### src/rtl/sta_sched.sv
// Two-client round-robin scheduler in front of an STA engine: grants one client,
// forwards NBEAT beats to the engine, then relays the engine's results back.
module sta_sched #(
    parameter int unsigned NBEAT   = 32,
    parameter int unsigned TIMEOUT = 1024
) (
    input  logic        clk,
    input  logic        rst_n,
    input  logic        req_a,
    input  logic        req_b,
    output logic        gnt_a,
    output logic        gnt_b,
    input  logic        vld_a,
    input  logic        vld_b,
    input  logic [11:0] din_a,
    input  logic [11:0] din_b,
    output logic        eng_in_valid,
    output logic [3:0]  eng_delay,
    output logic [3:0]  eng_source,
    output logic [3:0]  eng_destination,
    input  logic        eng_out_valid,
    input  logic [7:0]  eng_worst_delay,
    input  logic [3:0]  eng_path,
    output logic        res_valid,
    output logic        res_id,
    output logic [7:0]  res_worst_delay,
    output logic [3:0]  res_path,
    output logic        busy,
    output logic        timeout
);

    typedef enum logic [2:0] {StIdle, StGrant, StLoad, StWait, StDrain, StGap} state_t;

    localparam logic [5:0]  LastBeat = 6'(NBEAT - 1);
    localparam logic [10:0] LastWait = 11'(TIMEOUT - 1);

    state_t      state;
    logic        ptr;
    logic        served;
    logic        armed;
    logic [5:0]  beat_cnt;
    logic [10:0] wd_cnt;

    logic        win;
    logic        beat_ok;
    logic [11:0] beat_din;

    always_comb begin
        // Lone requester wins; on a tie the pointer decides (0 = A, 1 = B).
        win      = req_b & (~req_a | ptr);
        beat_ok  = served ? vld_b : vld_a;
        beat_din = served ? din_b : din_a;
    end

    always_ff @(posedge clk or negedge rst_n) begin
        if (!rst_n) begin
            state           <= StIdle;
            ptr             <= 1'b0;
            served          <= 1'b0;
            armed           <= 1'b0;
            beat_cnt        <= 6'd0;
            wd_cnt          <= 11'd0;
            gnt_a           <= 1'b0;
            gnt_b           <= 1'b0;
            eng_in_valid    <= 1'b0;
            eng_delay       <= 4'd0;
            eng_source      <= 4'd0;
            eng_destination <= 4'd0;
            res_valid       <= 1'b0;
            res_id          <= 1'b0;
            res_worst_delay <= 8'd0;
            res_path        <= 4'd0;
            busy            <= 1'b0;
            timeout         <= 1'b0;
        end else begin
            // Holds off the first grant until the second edge after reset release.
            armed           <= 1'b1;
            eng_in_valid    <= 1'b0;
            eng_delay       <= 4'd0;
            eng_source      <= 4'd0;
            eng_destination <= 4'd0;
            res_valid       <= 1'b0;
            res_worst_delay <= 8'd0;
            res_path        <= 4'd0;
            timeout         <= 1'b0;
            unique case (state)
                StIdle: begin
                    if (armed && (req_a || req_b)) begin
                        served   <= win;
                        res_id   <= win;
                        gnt_a    <= ~win;
                        gnt_b    <= win;
                        busy     <= 1'b1;
                        beat_cnt <= 6'd0;
                        state    <= StGrant;
                    end
                end
                StGrant, StLoad: begin
                    if (beat_ok) begin
                        eng_in_valid <= 1'b1;
                        {eng_delay, eng_source, eng_destination} <= beat_din;
                        if (beat_cnt == LastBeat) begin
                            beat_cnt <= 6'd0;
                            wd_cnt   <= 11'd0;
                            gnt_a    <= 1'b0;
                            gnt_b    <= 1'b0;
                            state    <= StWait;
                        end else begin
                            beat_cnt <= beat_cnt + 6'd1;
                            state    <= StLoad;
                        end
                    end
                end
                StWait: begin
                    res_valid       <= eng_out_valid;
                    res_worst_delay <= eng_worst_delay;
                    res_path        <= eng_path;
                    if (eng_out_valid) begin
                        state <= StDrain;
                    end else if (wd_cnt == LastWait) begin
                        res_valid       <= 1'b1;
                        res_worst_delay <= 8'hFF;
                        res_path        <= 4'd0;
                        timeout         <= 1'b1;
                        state           <= StGap;
                    end else begin
                        wd_cnt <= wd_cnt + 11'd1;
                    end
                end
                StDrain: begin
                    res_valid       <= eng_out_valid;
                    res_worst_delay <= eng_worst_delay;
                    res_path        <= eng_path;
                    if (!eng_out_valid) state <= StGap;
                end
                StGap: begin
                    ptr   <= ~served;
                    busy  <= 1'b0;
                    state <= StIdle;
                end
                default: state <= StIdle;
            endcase
        end
    end

endmodule

### config.mk
export PLATFORM = sky130hd
export DESIGN_NAME = sta_sched
export DESIGN_NICKNAME = d
export VERILOG_FILES = /design/src/rtl/sta_sched.sv
export SDC_FILE = /design/constraint.sdc
export NUM_CORES = 1
export LEC_CHECK = 0
export ABC_AREA = 1
export CELL_PAD_IN_SITES_DETAIL_PLACEMENT = 1
export CELL_PAD_IN_SITES_GLOBAL_PLACEMENT = 1
export CORE_MARGIN = 3
export CORE_UTILIZATION = 45
export DETAILED_ROUTE_END_ITERATION = 6
export DONT_BUFFER_PORTS = 1
export HOLD_SLACK_MARGIN = 0.08
export PLACE_DENSITY = 0.9
export SLEW_MARGIN = 15
export SYNTH_ARGS = -nofsm -noshare
export SYNTH_HDL_FRONTEND = slang
export SYNTH_SLANG_ARGS = --single-unit
### constraint.sdc
create_clock -name clk -period 2.4 [get_ports clk]
set_input_delay 0.48 -clock clk [delete_from_list [all_inputs] [get_ports clk]]
set_output_delay 0.48 -clock clk [all_outputs]
set_load 0.02 [all_outputs]
==> metrics, run 1 <==
drt total wl=6057 microns; vias in the first global route=2162; post-route minimum period=1.786 ns; CP Class=reg -> reg; sequential share of the synthesized area=between 50% and 60%; Clock Tree Root=clkbuf_8; chip height=a little over 80 microns; final setup fails=0; Sink Count=53; Buffers on Ports=0; clock slew at reported path FFs=0.09 ns; Register Area=approximately 1300 sq um; clock tree buffer depth=2; yosys warns=0; Leak=1.401 nW; row count=27; most common cell after layout, fill and taps aside=nand2_1; Tcrit/Tclk final=74.40%; RSZ-0062 raised after global routing=false; Initial DRC Count=slightly below 50; H-tree depth=2; Wirelength per Cell=between 15 and 20 microns; largest net degree at the start of global routing=54; CTS tree=yes; Peak Freq=560.1 MHz; Core Region=around 5500 sq um; hpwl dp=4488 microns; Power Dens Cells=around 1100 nW/um^2; TritonRoute pass-1 iters=4; # fillers=679; first-pass GRT wire length=10080 microns; Worst Setup End Kind=register; Ports=74; grt total ovfl=0; synthesized instance count=312; GP Congestion=0.8185; count of different cell masters after synthesis=31; status=finished, final reports clean; Syn Area/Cell=8.321 sq um; MaxCap Viol Count=0; Worst setup SP type=register; crit path max fanout=19; area occupied by multi-input gates=about 1100 sq um; #FFs+latches synth=53; most frequent cells in the layout=nand2_1 (107), dfrtp_1 (53), nor2_1 (27), inv_1 (26), nand3_1 (22); Post-DRT Antenna Nets=0; Critical Path AT=a little over 2 ns; post-route core utilization=50.09%; vias per cell=5.244; area grow syn2layout=6.892%; final clock skew=0.008320 ns; Worst Path Required=around 2.6 ns; final setup margin=0.6145 ns; Post-Syn Nets=357; Tightest Hold Check Type=in -> reg; area post-placement=2650 sq um; Initial Util=46.86%; die area=6717 sq um; Setup TNS=0 ns; Die Wd=81.96 microns; GRT Resource Usage Total=about 20%; Final Net Count=362; Cell Area, Synth=approximately 2600 sq um; pre-CTS setup slack=between 0.6 and 0.7 ns; via count=between 2000 and 2500; # diodes=0; Fin. Hold Viols=0; Num CTS Buffers=5; Worst-Skew Late Latency=0.31 ns; DRC viols=0; share of layout cells above drive strength 1=14.47%; Total Power=3.002 mW; initial antenna violation count=0; VDD IR max=0.4683 mV; fin area=2775 sq um; Slew Limit Fails=0
==> sequential cells by signal, indices dropped and copies added, names as in the netlist, 3 cells and up <==
name,cells
eng_source,4
res_worst_delay,8
beat_cnt,6
res_path,4
wd_cnt,11
eng_delay,4
state,3
eng_destination,4
==> synth_stat cells <==
master / instances / share of area, %
o21ai_0: 8 / 1.5
nand2_1: 107 / 15
buf_2: 1 / 0.19
o21bai_1: 1 / 0.29
o21ai_2: 8 / 2.7
nor2_8: 1 / 0.77
xor2_1: 2 / 0.67
nor3b_1: 1 / 0.29
xnor2_1: 1 / 0.34
nand4_4: 1 / 0.82
dfrtp_1: 53 / 51
a21oi_1: 15 / 2.9
nor2_4: 5 / 2.2
clkbuf_1: 2 / 0.29
nand3_1: 22 / 4.2
nor3_1: 2 / 0.39
nor2_2: 6 / 1.4
nor2_1: 27 / 3.9
conb_1: 1 / 0.14
or2_2: 1 / 0.24
nand2_4: 1 / 0.43
nand2_2: 7 / 1.7
ha_1: 2 / 0.96
inv_1: 26 / 3.8
o21ai_1: 1 / 0.19
buf_6: 1 / 0.43
inv_4: 1 / 0.24
buf_12: 1 / 0.77
inv_2: 4 / 0.58
nand3_2: 2 / 0.77
o211ai_1: 1 / 0.29
==> stage by stage <==
step	hold slack (ns)	instances
floorplan	0.1844	312
global placement	0.1857	380
detailed placement	0.1855	380
CTS	0.2667	390
global route	0.2624	390
finish	0.2735	390
==> layer usage <==
metal  GRT usage [%]  wire length (microns)
met5               0                      0
met2           34.41                   3198
met4           6.811                     97
met3           4.715                    293
met1           23.18                   2468
==> worst max-delay path, stage by stage (launching register included) <==
cell and delay [ns]:
dfrtp_1 0.41, ha_1 0.20, nand2_1 0.09, nor2_2 0.21
nand3_1 0.15, nand2_1 0.10, nand2_2 0.10, nand2_4 0.26
nand2_1 0.12, o21ai_2 0.07
==> cell type report <==
class	count	share of cell area (%)
Tap cell	72	3.246
Sequential cell	53	47.79
Inverter	31	4.283
Timing Repair Buffer	3	1.623
Clock buffer	6	2.615
Clock inverter	2	0.5410
Multi-Input combinational cell	223	39.90
==> power breakdown <==
group | internal, mW | switching [mW]
Combinational | 0.292 | 0.762
Sequential | 1.11 | 0.336
Clock | 0.206 | 0.298
==> what timing repair did <==
| item | CTS | global route |
|---|---|---|
| buffers inserted | 0 | 0 |
| hold buffers | 2 | 0 |
| resized for setup | 0 | 0 |
| endpoints found under the hold margin | 53 | 0 |
==> worst paths after layout <==
check	slack [ns]	cells past startpoint	from	to
setup reg to reg	0.61	9	wd_cnt[0]$_DFFE_PN0P_	wd_cnt[10]$_DFFE_PN0P_
min in group asynchronous	0.71	2	rst_n	served$_DFFE_PN0P_
setup / recovery	0.61	9	wd_cnt[0]$_DFFE_PN0P_	wd_cnt[10]$_DFFE_PN0P_
hold reg to reg	0.52	2	beat_cnt[1]$_DFFE_PN0P_	beat_cnt[1]$_DFFE_PN0P_
max in group asynchronous	1.46	2	rst_n	beat_cnt[5]$_DFFE_PN0P_
hold / removal	0.27	2	eng_path[1]	res_path[1]$_DFF_PN0_
==> cell families (layout without fill, tap and decap cells) <==
group / after synthesis / in the layout / share of synthesized area (%)
AO/OA/AOI/OAI: 34 / 34 / 7.904
XOR/XNOR: 3 / 3 / 1.012
adder cells (fa/ha/maj): 2 / 2 / 0.9637
buffers and inverters: 36 / 42 / 6.265
flip-flops: 53 / 53 / 51.08
other: 1 / 1 / 0.1444
AND/OR/NAND/NOR: 183 / 183 / 32.63
Power figures use the tool's default switching activity.
==> run 2, diff against run 1 <==
CORE_UTILIZATION = 41   (was 45)
PLACE_DENSITY = 0.86   (was 0.9)
clock period = 1.5 ns   (was 2.4 ns; I/O delays follow)
==> run 2 against run 1 <==
Against the previous run: the flow now finishes with violations (negative hold slack, negative setup slack); register-to-register slack lost 0.71 ns; design area grew 18%; fmax grew 12%; sequential cell count is the same; via count grew 14%; global-route usage grew 1.6 points.
==> metrics, run 2 (same netlist as run 1, synthesis figures left out) <==
clock slew at reported path FFs=0.11 ns (+0.02 ns); Peak Freq=628.6 MHz (+12%); max reg flops=11 (unchanged); share of layout cells above drive strength 1=31.27% (+17 points); vias per cell=5.405 (+3.1%); Final Net Count=399 (+10%); register bank with the most flops=wd_cnt; via count=2324 (+14%); Slew Limit Fails=0 (unchanged); hpwl dp=4908 microns (+9.4%); Initial Util=43.09% (-3.8 points); initial antenna violation count=0 (unchanged); Fin. Hold Viols=53 (+53); Num CTS Buffers=5 (unchanged); crit path max fanout=5 (-14); largest net degree at the start of global routing=54 (unchanged); CP Class=reg -> reg; Leak=1.612 nW (+15%); H-tree depth=2 (unchanged); GP Congestion=0.8552 (+4.5%); first-pass GRT wire length=12220 microns (+21%); Critical Path AT=1.86 ns (-0.16 ns); clock tree buffer depth=2 (unchanged); Sink Count=53 (unchanged); DRC viols=0 (unchanged); Core Region=6026 sq um (+8.8%); Worst Path Required=1.77 ns (-0.87 ns); GRT Resource Usage Total=21.21% (+1.6 points); area grow syn2layout=26.55%; hold_buf cts=4 (+2); Fin Hold WS=-0.3421 ns (-0.6155 ns); status=finished, violations left; # fillers=709 (+4.4%); most common cell after layout, fill and taps aside=nand2_1; VDD IR max=0.8638 mV (+84%); final setup fails=20 (+20); Tcrit/Tclk final=106.1% (+32 points); Worst Setup End Kind=register; # diodes=0 (unchanged); Power Dens Cells=1880 nW/um^2 (+74%); drt total wl=8390 microns (+39%); Die Wd=85.58 microns (+4.4%); MaxCap Viol Count=0 (unchanged); vias in the first global route=2497 (+15%); Clock Tree Root=clkbuf_8; chip height=85.58 microns (+4.4%); Ports=74 (unchanged); row count=28 (+3.7%); Post-DRT Antenna Nets=0 (unchanged); CTS tree=yes; most frequent cells in the layout=nand2_1 (94), dfrtp_1 (49), buf_4 (29), nor2_1 (24), inv_1 (23); Tightest Hold Check Type=in -> async; final clock skew=0.007177 ns (-0.001142 ns); post-route minimum period=1.591 ns (-0.1948 ns); final setup margin=-0.09076 ns (-0.7052 ns); Worst setup SP type=register; die area=7323 sq um (+9.0%); Buffers on Ports=0 (unchanged); Worst-Skew Late Latency=0.32 ns (about the same); largest registers in the final layout=wd_cnt (11), res_worst_delay (8), beat_cnt (6); Initial DRC Count=105 (+110%); Wirelength per Cell=19.51 microns (+26%); placed cell count=405 (+6.6%); final std cells w/o fill=430 (+10%); RSZ-0062 raised after global routing=true; failing checks=negative hold slack, negative setup slack; grt total ovfl=0 (unchanged); TritonRoute pass-1 iters=4 (unchanged)
## run 2: worst paths after layout
| path | slack (ns) | cells after the start | from | to |
|---|---|---|---|---|
| max in group asynchronous | 1.75 | 0 | rst_n | served$_DFFE_PN0P_ |
| min in group clk | 0.10 | 2 | eng_worst_delay[5] | res_worst_delay[5]$_DFF_PN0_ |
| setup / recovery | -0.09 | 9 | beat_cnt[1]$_DFFE_PN0P_ | wd_cnt[7]$_DFFE_PN0P_ |
| setup reg to reg | -0.09 | 9 | beat_cnt[1]$_DFFE_PN0P_ | wd_cnt[7]$_DFFE_PN0P_ |
| hold reg to reg | 0.57 | 2 | wd_cnt[9]$_DFFE_PN0P_ | wd_cnt[9]$_DFFE_PN0P_ |
| hold / removal | -0.34 | 0 | rst_n | wd_cnt[2]$_DFFE_PN0P_ |
## run 2: area by class of cell
cell class	instances	area (sq um)	area share, %
Sequential cell	53	1331	40.52
Multi-Input combinational cell	226	1309	39.83
Timing Repair Buffer	37	311.5	9.482
Inverter	31	123.9	3.770
Tap cell	75	93.84	2.856
Clock buffer	5	68.82	2.094
Clock inverter	3	47.55	1.447
## run 2: through the flow
stage / setup TNS, ns / utilization [%] / power (mW) / area (sq um) / setup WS, ns
after floorplan: 0 / - / 3.645 / 2596 / 0.01359
after global placement: 0 / 46.78 / 4.112 / 2819 / 0.02416
after detailed placement: -0.5660 / 46.78 / 4.241 / 2819 / -0.07438
after CTS: 0 / 49.83 / 5.425 / 3003 / 0.002107
after global routing: -3.154 / 54.53 / 6.563 / 3286 / -0.1860
final: -1.138 / 54.53 / 6.177 / 3286 / -0.09076
## run 2: what timing repair did
item / 4_1_cts / 5_1_grt
pin swaps: 2 / 16
setup buffers: 0 / 10
hold endpoints to repair: 57 / 53
cloned: 1 / 2
gates resized for setup: 9 / 45
setup endpoints to repair: 22 / 30
## run 2: layer usage
| layer | track usage [%] | routed length [microns] | vias to the layer above |
|---|---|---|---|
| li1 | - | - | 1062 |
| met1 | 25.08 | 3377 | 1169 |
| met2 | 37.36 | 4394 | 76 |
| met3 | 5.091 | 438 | 17 |
| met4 | 7.770 | 180 | 0 |
| met5 | 0 | 0 | - |
## run 2: power by group
| part | total (mW) | internal [mW] | switching, mW |
|---|---|---|---|
| sequential | 2.34 | 1.78 | 0.559 |
| clock | 1.05 | 0.510 | 0.542 |
| combinational | 2.78 | 1.04 | 1.74 |
| total | 6.18 | 3.33 | 2.84 |
## run 2: worst max-delay path, cell delays in order (launching register included)
cell and delay, ns:
dfrtp_1 0.44, ha_4 0.18, nand3_4 0.09, nor2_4 0.16, nor2_4 0.06, nor2_4 0.14
buf_12 0.16, buf_6 0.12, nand3_2 0.08, nand2_1 0.08
==> run 3, diff against run 2 <==
CORE_UTILIZATION = 43   (was 41)
CTS_BUF_LIST = sky130_fd_sc_hd__clkbuf_8   (was not set)
PLACE_DENSITY = 0.9   (was 0.86)
==> run 3 against run 2 <==
Against the previous run: the run still ends with negative hold slack, negative setup slack left; critical path depth unchanged; worst hold slack better by 0.0012 ns; via count up 5.5%; clock skew up 0.0050 ns; routed wire length up 18%; critical endpoint unchanged.
==> metrics, run 3 (same netlist as run 1, synthesis figures left out) <==
status=finished, violations left; failing checks=negative hold slack, negative setup slack; row count=27 (-3.6%); Core Region=5675 sq um (-5.8%); final clock skew=0.01213 ns (+0.004952 ns); VDD IR max=0.7851 mV (-9.1%); area post-placement=2785 sq um (-1.2%); largest net degree at the start of global routing=54 (unchanged); drt total wl=9906 microns (+18%); Initial Util=45.75% (+2.7 points); crit-path cells=ha_4 > nand2_2 > nor2_4 > nand3_2 > nand2_2 > nand2_4 > buf_6 > nand3_1 > nand2_1; clock slew at reported path FFs=0.10 ns (about the same); vias in the first global route=2433 (-2.6%); max reg flops=11 (unchanged); R2R Path End=wd_cnt[7]$_DFFE_PN0P_; Initial DRC Count=162 (+54%); GRT Resource Usage Total=21.42% (+0.20 points); Reg power frac=37.1% (-0.8 points); chip height=83.71 microns (-2.2%); Worst-Skew Late Latency=0.32 ns (about the same); H-tree depth=2 (unchanged); CTS tree=yes; final setup margin=-0.1321 ns (-0.04134 ns); slowest CP cell=dfrtp_1; Fin. Hold Viols=53 (unchanged); crit path capture=wd_cnt[7]$_DFFE_PN0P_; Die Wd=83.71 microns (-2.2%); initial antenna violation count=0 (unchanged); Slew Limit Fails=0 (unchanged); first-pass GRT wire length=12120 microns (-0.84%); P_int=3.340 mW (+0.23%); Worst setup SP type=register; post-route minimum period=1.632 ns (+0.04134 ns); # diodes=0 (unchanged); pre-CTS setup slack=-0.08273 ns (-0.008343 ns); GP Congestion=0.8062 (-5.7%); via count=2451 (+5.5%); Setup TNS=-1.450 ns (-0.3117 ns); # fillers=663 (-6.5%); CP Class=reg -> reg; clock tree buffer depth=2 (unchanged); final setup fails=29 (+45%); Post-DRT Antenna Nets=0 (unchanged); fin area=3288 sq um (about the same); Tcrit/Tclk final=108.8% (+2.8 points); post-route core utilization=57.94% (+3.4 points); Sink Count=53 (unchanged); area grow syn2layout=26.65% (about the same); Peak Freq=612.7 MHz (-2.5%); Worst Path Required=1.72 ns (-0.05 ns); DRC viols=0 (unchanged); Reg2Reg Depth=9 (unchanged); RSZ-0062 raised after global routing=true; switching power=3.081 mW (+8.3%); Clock Tree Root=clkbuf_8; Worst Setup End Kind=register; vias per cell=5.727 (+6.0%); most common cell after layout, fill and taps aside=nand2_1; largest registers in the final layout=wd_cnt (11), res_worst_delay (8), beat_cnt (6); Num CTS Buffers=5 (unchanged); Final Net Count=400 (+0.25%); Buffers on Ports=0 (unchanged); Tightest Hold Check Type=in -> async; CP startpoint=wd_cnt[1]$_DFFE_PN0P_; die area=7007 sq um (-4.3%); crit path max fanout=4 (-1); Critical Path AT=1.85 ns (about the same); Leak=1.629 nW (+1.1%); Critical Path Max Stage Delay=0.46 ns (+0.02 ns); register bank with the most flops=wd_cnt; worst r2r src=wd_cnt[1]$_DFFE_PN0P_; share of layout cells above drive strength 1=33.15% (+1.9 points); crit-path most repeated cell=nand2_2; TritonRoute pass-1 iters=4 (unchanged); Ports=74 (unchanged); most frequent cells in the layout=nand2_1 (93), dfrtp_1 (50), buf_4 (34), inv_1 (23), nor2_1 (22); Fin Hold WS=-0.3408 ns (+0.001243 ns); Wirelength per Cell=23.14 microns (+19%); Sw Ratio=47.98% (+1.9 points); hpwl dp=4958 microns (+1.0%); Logic pwr share=49.0% (+3.9 points); Power Dens Cells=1953 nW/um^2 (+3.9%); MaxCap Viol Count=0 (unchanged); r2r setup slk=-0.13 ns (-0.04 ns); grt total ovfl=0 (unchanged); Clock power frac=13.9% (-3.1 points)
[run 3: what timing repair did]
item,in CTS,in global routing
endpoints found under the setup margin,17,41
pin swaps,4,25
gates resized for setup,13,47
endpoints found under the hold margin,53,53
setup buffers,3,17
gates cloned,0,2
[run 3: routing by layer]
layer / track usage (%) / vias to the layer above / routed length [microns]
met1: 24.48 / 1232 / 3742
met2: 37.67 / 109 / 5198
met4: 10.09 / 0 / 522
li1: - / 1063 / -
met5: 0 / - / 0
met3: 4.837 / 47 / 443
[run 3: worst max-delay path: cells and delay by family, from the launching register on]
kind | cells | cell delay [ns]
fa+ha+maj | 1 | 0.21
simple gates | 7 | 0.71
buf+inv | 1 | 0.16
flops | 1 | 0.46
[run 3: worst min-delay path by stage]
stage               cells past startpoint                           end  slack, ns
global placement                        0         res_path[2]$_DFF_PN0_      0.006
global route                            0         res_path[3]$_DFF_PN0_      -0.35
CTS                                     0        eng_delay[0]$_DFF_PN0_      -0.34
finish                                  0         res_path[3]$_DFF_PN0_      -0.34
floorplan                               0               armed$_DFF_PN0_      0.004
detailed placement                      0  res_worst_delay[7]$_DFF_PN0_      0.006
[run 3: stage by stage]
stage                     total power, mW  cells
after detailed placement            4.242    398
final                               6.420    428
after CTS                           5.255    409
after global routing                6.727    428
after global placement              4.112    398
after floorplan                     3.645    312
[run 3: power groups by stage]
stage	clock network, mW	registers, mW	logic (mW)
floorplan	0	2.27	1.37
global placement	0	2.30	1.82
detailed placement	0	2.31	1.93
CTS	0.876	2.29	2.08
global route	0.958	2.41	3.36
finish	0.891	2.38	3.14
[run 3: area by class of cell]
type                            count  area (sq um)  share of cell area, %
Multi-Input combinational cell    225          1328                  40.37
Timing Repair Buffer               39         320.3                  9.741
Clock buffer                        6         82.58                  2.511
Tap cell                           72         90.09                  2.740
Sequential cell                    53          1330                  40.45
Clock inverter                      2         13.76                 0.4186
Inverter                           31         123.9                  3.767
